$ cat src/rtl/ex_div_pkg.sv
// Shared types for the EX-stage RV32M divider: op codes, FSM states and op decode helpers.
package ex_div_pkg;

  localparam int unsigned DivOpW = 2;

  // Low two bits of the RV32M funct3 for DIV/DIVU/REM/REMU.
  typedef enum logic [DivOpW-1:0] {
    DivOpDiv  = 2'd0,
    DivOpDivu = 2'd1,
    DivOpRem  = 2'd2,
    DivOpRemu = 2'd3
  } div_op_e;

  typedef enum logic [1:0] {
    StIdle  = 2'd0,
    StStart = 2'd1,
    StCalc  = 2'd2,
    StEnd   = 2'd3
  } div_state_e;

  function automatic logic op_is_signed(input div_op_e op);
    return (op == DivOpDiv) || (op == DivOpRem);
  endfunction

  function automatic logic op_is_rem(input div_op_e op);
    return (op == DivOpRem) || (op == DivOpRemu);
  endfunction

endpackage

$ cat src/rtl/ex_div.sv
// Multi-cycle radix-2 restoring divider for the EX stage. busy_o feeds the EX wait request;
// ready_o pulses for one cycle in END with the result and its destination register tag.
module ex_div
  import ex_div_pkg::*;
#(
  parameter int unsigned XLEN       = 32,
  parameter int unsigned REG_ADDR_W = 5
) (
  input  logic                  clk,
  input  logic                  rst,
  input  logic                  start_i,
  input  logic [DivOpW-1:0]     op_i,
  input  logic [XLEN-1:0]       dividend_i,
  input  logic [XLEN-1:0]       divisor_i,
  input  logic [REG_ADDR_W-1:0] rd_addr_i,
  input  logic                  abort_i,
  output logic                  busy_o,
  output logic                  ready_o,
  output logic [XLEN-1:0]       result_o,
  output logic [REG_ADDR_W-1:0] rd_addr_o
);

  localparam int unsigned CntW = $clog2(XLEN);
  localparam logic [XLEN-1:0] IntMin = {1'b1, {(XLEN-1){1'b0}}};

  div_state_e state_q, state_d;
  div_op_e    op_q;
  // quot_q holds the raw dividend until START, then the quotient being shifted in.
  logic [XLEN-1:0]       quot_q;
  logic [XLEN-1:0]       rem_q;
  logic [XLEN-1:0]       dvsr_q;
  logic [CntW-1:0]       cnt_q;
  logic                  neg_q;
  logic [REG_ADDR_W-1:0] rd_q;
  logic [XLEN-1:0]       result_q;
  logic [REG_ADDR_W-1:0] rd_out_q;

  logic            signed_op, a_neg, b_neg, div_zero, div_ovf;
  logic [XLEN-1:0] a_abs, b_abs;
  logic [XLEN:0]   shifted, diff;
  logic            ge;
  logic [XLEN-1:0] sel, final_val;
  logic            end_ok;

  // Operand decode for START, one trial-subtract step for CALC, sign fix-up for END.
  always_comb begin
    signed_op = op_is_signed(op_q);
    a_neg     = signed_op & quot_q[XLEN-1];
    b_neg     = signed_op & dvsr_q[XLEN-1];
    a_abs     = a_neg ? (~quot_q + 1'b1) : quot_q;
    b_abs     = b_neg ? (~dvsr_q + 1'b1) : dvsr_q;
    div_zero  = (dvsr_q == '0);
    div_ovf   = signed_op && (quot_q == IntMin) && (dvsr_q == '1);

    // rem_q < dvsr_q always, so XLEN+1 bits hold the signed trial difference.
    shifted   = {rem_q, quot_q[XLEN-1]};
    diff      = shifted - {1'b0, dvsr_q};
    ge        = ~diff[XLEN];

    sel       = op_is_rem(op_q) ? rem_q : quot_q;
    final_val = neg_q ? (~sel + 1'b1) : sel;
  end

  // Next-state logic; abort overrides every state.
  always_comb begin
    state_d = state_q;
    unique case (state_q)
      StIdle:  if (start_i) state_d = StStart;
      StStart: state_d = (div_zero || div_ovf) ? StEnd : StCalc;
      StCalc:  if (cnt_q == '0) state_d = StEnd;
      StEnd:   state_d = StIdle;
      default: state_d = StIdle;
    endcase
    if (abort_i) state_d = StIdle;
  end

  // State register.
  always_ff @(posedge clk or posedge rst) begin
    if (rst) begin
      state_q <= StIdle;
    end else begin
      state_q <= state_d;
    end
  end

  // Datapath: latch request, prepare magnitudes or special results, iterate, capture result.
  always_ff @(posedge clk or posedge rst) begin
    if (rst) begin
      op_q     <= DivOpDiv;
      quot_q   <= '0;
      rem_q    <= '0;
      dvsr_q   <= '0;
      cnt_q    <= '0;
      neg_q    <= 1'b0;
      rd_q     <= '0;
      result_q <= '0;
      rd_out_q <= '0;
    end else if (!abort_i) begin
      unique case (state_q)
        StIdle: begin
          if (start_i) begin
            op_q   <= div_op_e'(op_i);
            quot_q <= dividend_i;
            dvsr_q <= divisor_i;
            rd_q   <= rd_addr_i;
          end
        end
        StStart: begin
          if (div_zero) begin
            quot_q <= '1;
            rem_q  <= quot_q;
            neg_q  <= 1'b0;
          end else if (div_ovf) begin
            quot_q <= IntMin;
            rem_q  <= '0;
            neg_q  <= 1'b0;
          end else begin
            quot_q <= a_abs;
            dvsr_q <= b_abs;
            rem_q  <= '0;
            cnt_q  <= CntW'(XLEN - 1);
            neg_q  <= op_is_rem(op_q) ? a_neg : (a_neg ^ b_neg);
          end
        end
        StCalc: begin
          rem_q  <= ge ? diff[XLEN-1:0] : shifted[XLEN-1:0];
          quot_q <= {quot_q[XLEN-2:0], ge};
          cnt_q  <= cnt_q - 1'b1;
        end
        StEnd: begin
          result_q <= final_val;
          rd_out_q <= rd_q;
        end
        default: ;
      endcase
    end
  end

  // Outputs decoded from registered state; the result is presented live during END.
  always_comb begin
    end_ok    = (state_q == StEnd) && !abort_i;
    busy_o    = (state_q == StStart) || (state_q == StCalc);
    ready_o   = end_ok;
    result_o  = end_ok ? final_val : result_q;
    rd_addr_o = end_ok ? rd_q : rd_out_q;
  end

endmodule
$ cat config.mk
export PLATFORM = sky130hd
export DESIGN_NAME = ex_div
export DESIGN_NICKNAME = d
export VERILOG_FILES = /design/src/rtl/ex_div_pkg.sv /design/src/rtl/ex_div.sv
export SDC_FILE = /design/constraint.sdc
export NUM_CORES = 1
export LEC_CHECK = 0
export ABC_AREA = 1
export BUFFER_PORTS_ARGS = -buffer_cell sky130_fd_sc_hd__buf_2
export CAP_MARGIN = 20
export CORE_AREA = 2 2 162 164
export DETAILED_ROUTE_END_ITERATION = 12
export DIE_AREA = 0 0 164 166
export GPL_TIMING_DRIVEN = 0
export PLACE_DENSITY = 0.74
export SLEW_MARGIN = 20
export SYNTH_ARGS = -nofsm -noshare
export SYNTH_HDL_FRONTEND = slang
export SYNTH_SLANG_ARGS = --single-unit
$ cat constraint.sdc
create_clock -name clk -period 4.63 [get_ports clk]
set_input_delay 0 -clock clk [delete_from_list [all_inputs] [get_ports clk]]
set_output_delay 0 -clock clk [all_outputs]
set_load 0.005 [all_outputs]
# Word-level counts from Yosys, hierarchy flattened
# Cells that the tools add are included.
# word_totals
register_bits,148
wordCells,88
out_inout_bits,39
inputBits,75
# op_classes
bitwise,8
eq_ne,14
n_reduce_logical,23
n_mux,28
n_addsub,5
# op_table
cell,n
$mux 32,13
$pmux 32 s2,2
$add 32x1->32 const B,3
$not 32->32,3
$pmux 32 s3,1
$eq 32x32->1 const B,2
$sub 33x32->33,1
$logic_not 32->1,1
$mux 5,3
$pmux 5 s2,1
$eq 2x2->1 const B,4
$ne 2x2->1 const B,4
$pmux 2 s4,1
$reduce_and 2->1,4
$reduce_and 4->1,2
$mux 2,3
$ne 3x3->1 const B,2
$reduce_and 6->1,1
$logic_not 5->1,1
$sub 5x1->5 const B,1
$logic_not 2->1,2
$logic_or 1x1->1,4
$mux 1,4
$ne 4x4->1 const B,1
9 further kinds,14

# Longest topological paths before layout
# logic_depth
ltp_word,8
depth_mapped,18
depth_no_buf,17

# Least setup slack after synthesis
# Ideal clock, no wire load.
# synth_timing
path_type,reg2reg
from,register quot_q[31]
to,register rem_q[10]
period_less_slack_ps,2376
arrival_ps,2255
path_buffers,1
stages_incl_launch_ff,17
required_time_ps,4509
setup_slack_ps,2254
setup_time_ps,121
cell_sequence,dfrtp_1 > inv_1 > ha_1 > fa_1 > inv_1 > nand3_1 > nand2_2 > nand2_1 > nand2_2 > nand2_1 > nand2_1 > nand2_1 > nand3_1 > buf_2 > nand3_1 > nand3_1 > a21oi_1
# synth_via
elab_chain_len,3
# synth_lines
item,line_no,rtl
from (decl),ex_div.sv:29,logic [XLEN-1:0] quot_q;
from (signal assigned),ex_div.sv:103,quot_q <= dividend_i;
from (signal assigned),ex_div.sv:114,quot_q <= IntMin;
from (signal assigned),ex_div.sv:118,quot_q <= a_abs;
$sub 33x32->33,ex_div.sv:57,"diff = shifted - {1'b0, dvsr_q};"
$mux 32,ex_div.sv:126,rem_q <= ge ? diff[XLEN-1:0] : shifted[XLEN-1:0];
$pmux 32 s2,ex_div.sv:99,unique case (state_q)
to (signal assigned),ex_div.sv:111,rem_q <= quot_q;
to (signal assigned),ex_div.sv:126,
to (decl),ex_div.sv:30,logic [XLEN-1:0] rem_q;
# No other way between the ends.
# A chain may end at the register's enable or synchronous reset.

# Final worst setup path
# layout_timing
from,register op_q[1]
to,output port result_o[20]
# layout_via
elab_chain_len,7
word_cells_on_any_way,8
classes_between,add/sub: 1; eq/ne: 2; mux: 3; bitwise: 1; reduce/logical: 1
# layout_lines
item,line_no,rtl
from (decl),ex_div.sv:27,div_op_e op_q;
from (signal assigned),ex_div.sv:89,op_q <= DivOpDiv;
from (signal assigned),ex_div.sv:102,op_q <= div_op_e'(op_i);
$eq 2x2->1,ex_div_pkg.sv:26,return (op == DivOpRem) || (op == DivOpRemu);
$logic_or 1x1->1 *,ex_div_pkg.sv:26,
$mux 32 *,ex_div.sv:60,sel = op_is_rem(op_q) ? rem_q : quot_q;
$not 32->32,ex_div.sv:61,final_val = neg_q ? (~sel + 1'b1) : sel;
$add 32x1->32,ex_div.sv:61,
$mux 32 *,ex_div.sv:61,
$mux 32 *,ex_div.sv:144,result_o = end_ok ? final_val : result_q;
to (decl),ex_div.sv:19,"output logic [XLEN-1:0] result_o,"
# Mark *: on every way between the ends. The rest lies on a longest branch, timed or not.

==> results_dict.tcl <==
set metrics [dict create \
    ys_types 47 \
    critical_path.max_stage_delay_ns 0.43 \
    clk_pin_slew_ns 0.07 \
    maxSlewHeadroom 0.279 \
    antenna_left 0 \
    core_area_um2 25600 \
    synth-seq-cells 148 \
    cp_cell_sequence "buf_6 > buf_6 > o21ai_1 > ha_1 > inv_1 > nor2_1 > nand2_1 > nor2_1 > nand3_1 > nor2_2 > nand4_1 > nand2_1 > nand2_1 > nand3_1 > nand2_1 > buf_2" \
    rsz0062_at_grt "false" \
    clock_path_buffers 2 \
    drtPass1Iterations 5 \
    vias_per_cell 5.51 \
    syn_nets 2476 \
    worstPathRequired_ns 4.63 \
    postCtsHoldBufs 73 \
    crit_type "reg2out" \
    clock_power_share 0.101 \
    drv_slew 0 \
    holdCritPathClass "in2reg" \
    setup_violations 0 \
    leakage_nw 8.84 \
    crit_path_top_delay_cell "o21ai_1" \
    die_h_um 166 \
    synthesis.area_um2 13900 \
    postCtsResizedCells 0 \
    period_share 0.707 \
    layout_common_cells "nand2_1, inv_1, nor2_1" \
    start_util 0.543 \
    combPwrFrac 0.709 \
    cpLargestDelayFamily "simple AND/OR/NAND/NOR gates" \
    cts_buffers 17 \
    die-width_um 164 \
    area_delta_synth_final_pct 16.7 \
    grt_max_degree 91 \
    grt_antenna_before_repair 1 \
    grt_use_total 0.379 \
    finalCriticalPeriod_ns 3.27 \
    total_power_w 0.0142 \
    diodes 0 \
    clk_latency_ns 0.45 \
    switching_power_w 0.00834 \
    io_pins 114 \
    fmax_mhz 305 \
    cp_num_buf_inv 4 \
    layout-drive-gt1-share 0.100 \
    crit_top_cell "nand2_1" \
    worstSetupEndpointType "output port" \
    die_area_um2 27200 \
    port_buffers 113 \
    cts_tree "yes" \
    drtIter0Drc 1783 \
    status "finished, final reports clean" \
    rows 59 \
    avgSynthCellArea_um2 5.90 \
    layout.cells.non_filler 2910 \
    place_congestion 1.07 \
    cts_sinks 148 \
    crit_path_start_kind "flop" \
    max-cap-violations 0 \
    cp.arrival_ns 3.27 \
    finalClockSkew_ns 0.0176 \
    power_density_nw_per_um2 878 \
    remaining_drc_errors 0 \
    ys_warn_count 0 \
    swShare 0.586 \
    grt_overflow 0 \
    hold_violations 0 \
    dpl-instance-area_um2 14900 \
    peakVddDrop_mv 0.524 \
    dp.cells 2805 \
    fin_nets 2682 \
    grt_pass1_wl_mm 79.6 \
    wl_per_cell_um 17.7 \
    drt-total-wl_mm 51.6 \
    htree_num_levels 4 \
    grt_pass1_vias 14600 \
    fin_area_um2 16200 \
    cts_setup_buffers 0 \
    p_seq_frac 0.190 \
    cts-root-buf "clkbuf_16" \
    vias 16000 \
    synthCells 2356 \
    place_hpwl_mm 40.2 \
    seq_area_frac_synth 0.266 \
    crit_fanout 10 \
    tightest_slew_ns 1.07 \
    final_common_cell "nand2_1" \
    p_int_w 0.00590 \
]
==> cell families (layout without fill, tap and decap cells) <==
logic type / after synthesis / in the layout / synth area share
fa+ha+maj: 45 / 45 / 0.0410
compound gates: 222 / 222 / 0.0855
simple gates: 1425 / 1425 / 0.430
xor+xnor: 57 / 57 / 0.0359
flops: 148 / 148 / 0.266
mux: 6 / 6 / 0.00477
buf+inv: 453 / 672 / 0.136
==> per-stage QoR <==
step           TNS, ns  hold WS, ns  utilization  setup slack, ns
2_1_floorplan        0        0.140            -            0.650
3_3_place_gp   -185.16        0.233        0.581            -1.27
4_1_cts              0       0.0407        0.633             1.35
3_5_place_dp         0       0.0620        0.582             1.55
6_report             0       0.0346        0.633             1.36
5_1_grt              0       0.0675        0.633             1.08
==> power by group through the flow <==
stage | Combinational [W] | Clock, W | Sequential, W
global placement | 0.00958 | 0 | 0.00268
floorplan | 0.00708 | 0 | 0.00237
detailed placement | 0.00974 | 0 | 0.00268
finish | 0.0101 | 0.00144 | 0.00271
CTS | 0.00985 | 0.00144 | 0.00267
global route | 0.0112 | 0.00148 | 0.00275
==> sequential cells by signal (all words and copies together) (netlist names) <==
register  cells
cnt_q         5
dvsr_q       32
neg_q         1
op_q          2
quot_q       32
rd_out_q      5
rd_q          5
rem_q        32
result_q     32
state_q       2
==> path summary, 6_finish.rpt <==
check                      cells after the start           end         start  slack [ns]
max                                           16  result_o[20]       op_q[1]        1.36
min                                            5    state_q[0]       start_i        0.03
max reg2reg                                   13      cnt_q[3]     dvsr_q[1]        1.41
min reg2reg                                    2  result_q[22]  result_q[22]        0.47
max in group asynchronous                      4     rem_q[24]           rst        3.65
min in group asynchronous                      3     dvsr_q[6]           rst        0.12
==> routing by layer <==
metal / share of wire / global-route usage
met5: 0.00016 / 0
met1: 0.44 / 0.548
met4: 0.024 / 0.107
met2: 0.44 / 0.590
met3: 0.091 / 0.0512
==> cells in the mapped netlist, drive strengths merged <==
master	n	area [um^2]
a21o	1	7.51
a21oi	76	380
a22oi	2	15.0
a31oi	4	25.0
and2	4	25.0
and3	3	18.8
buf	52	382
clkbuf	32	128
clkinv	3	11.3
dfrtp	148	3700
fa	1	20.0
ha	44	551
inv	366	1370
mux2	5	56.3
mux2i	1	10.0
nand2	862	3280
nand3	227	1170
nand3b	1	7.51
nand4	41	263
nor2	259	1050
nor3	22	120
nor3b	1	7.51
o211ai	2	15.0
o21a	1	7.51
o21ai	130	696
o21bai	2	15.0
o22ai	2	12.5
o31ai	2	15.0
or2	5	31.3
xnor2	7	61.3
xor2	50	438
==> cell type report <==
cell class	count	area [um^2]
Buffer	84	509
Multi-Input combinational cell	1755	8300
Fill cell	2523	9390
Clock buffer	18	429
Sequential cell	148	3700
Clock inverter	14	144
Timing Repair Buffer	187	1320
Tap cell	335	419
Inverter	369	1390
==> worst reg2reg max path, delay by kind of cell, from the launching register on <==
family	cells	cell delay, ns
fa+ha+maj	1	0.30
buf+inv	3	0.50
simple gates	6	1.35
flops	1	0.42
compound gates	3	0.53
No activity file was read; power rests on OpenSTA's default activity.
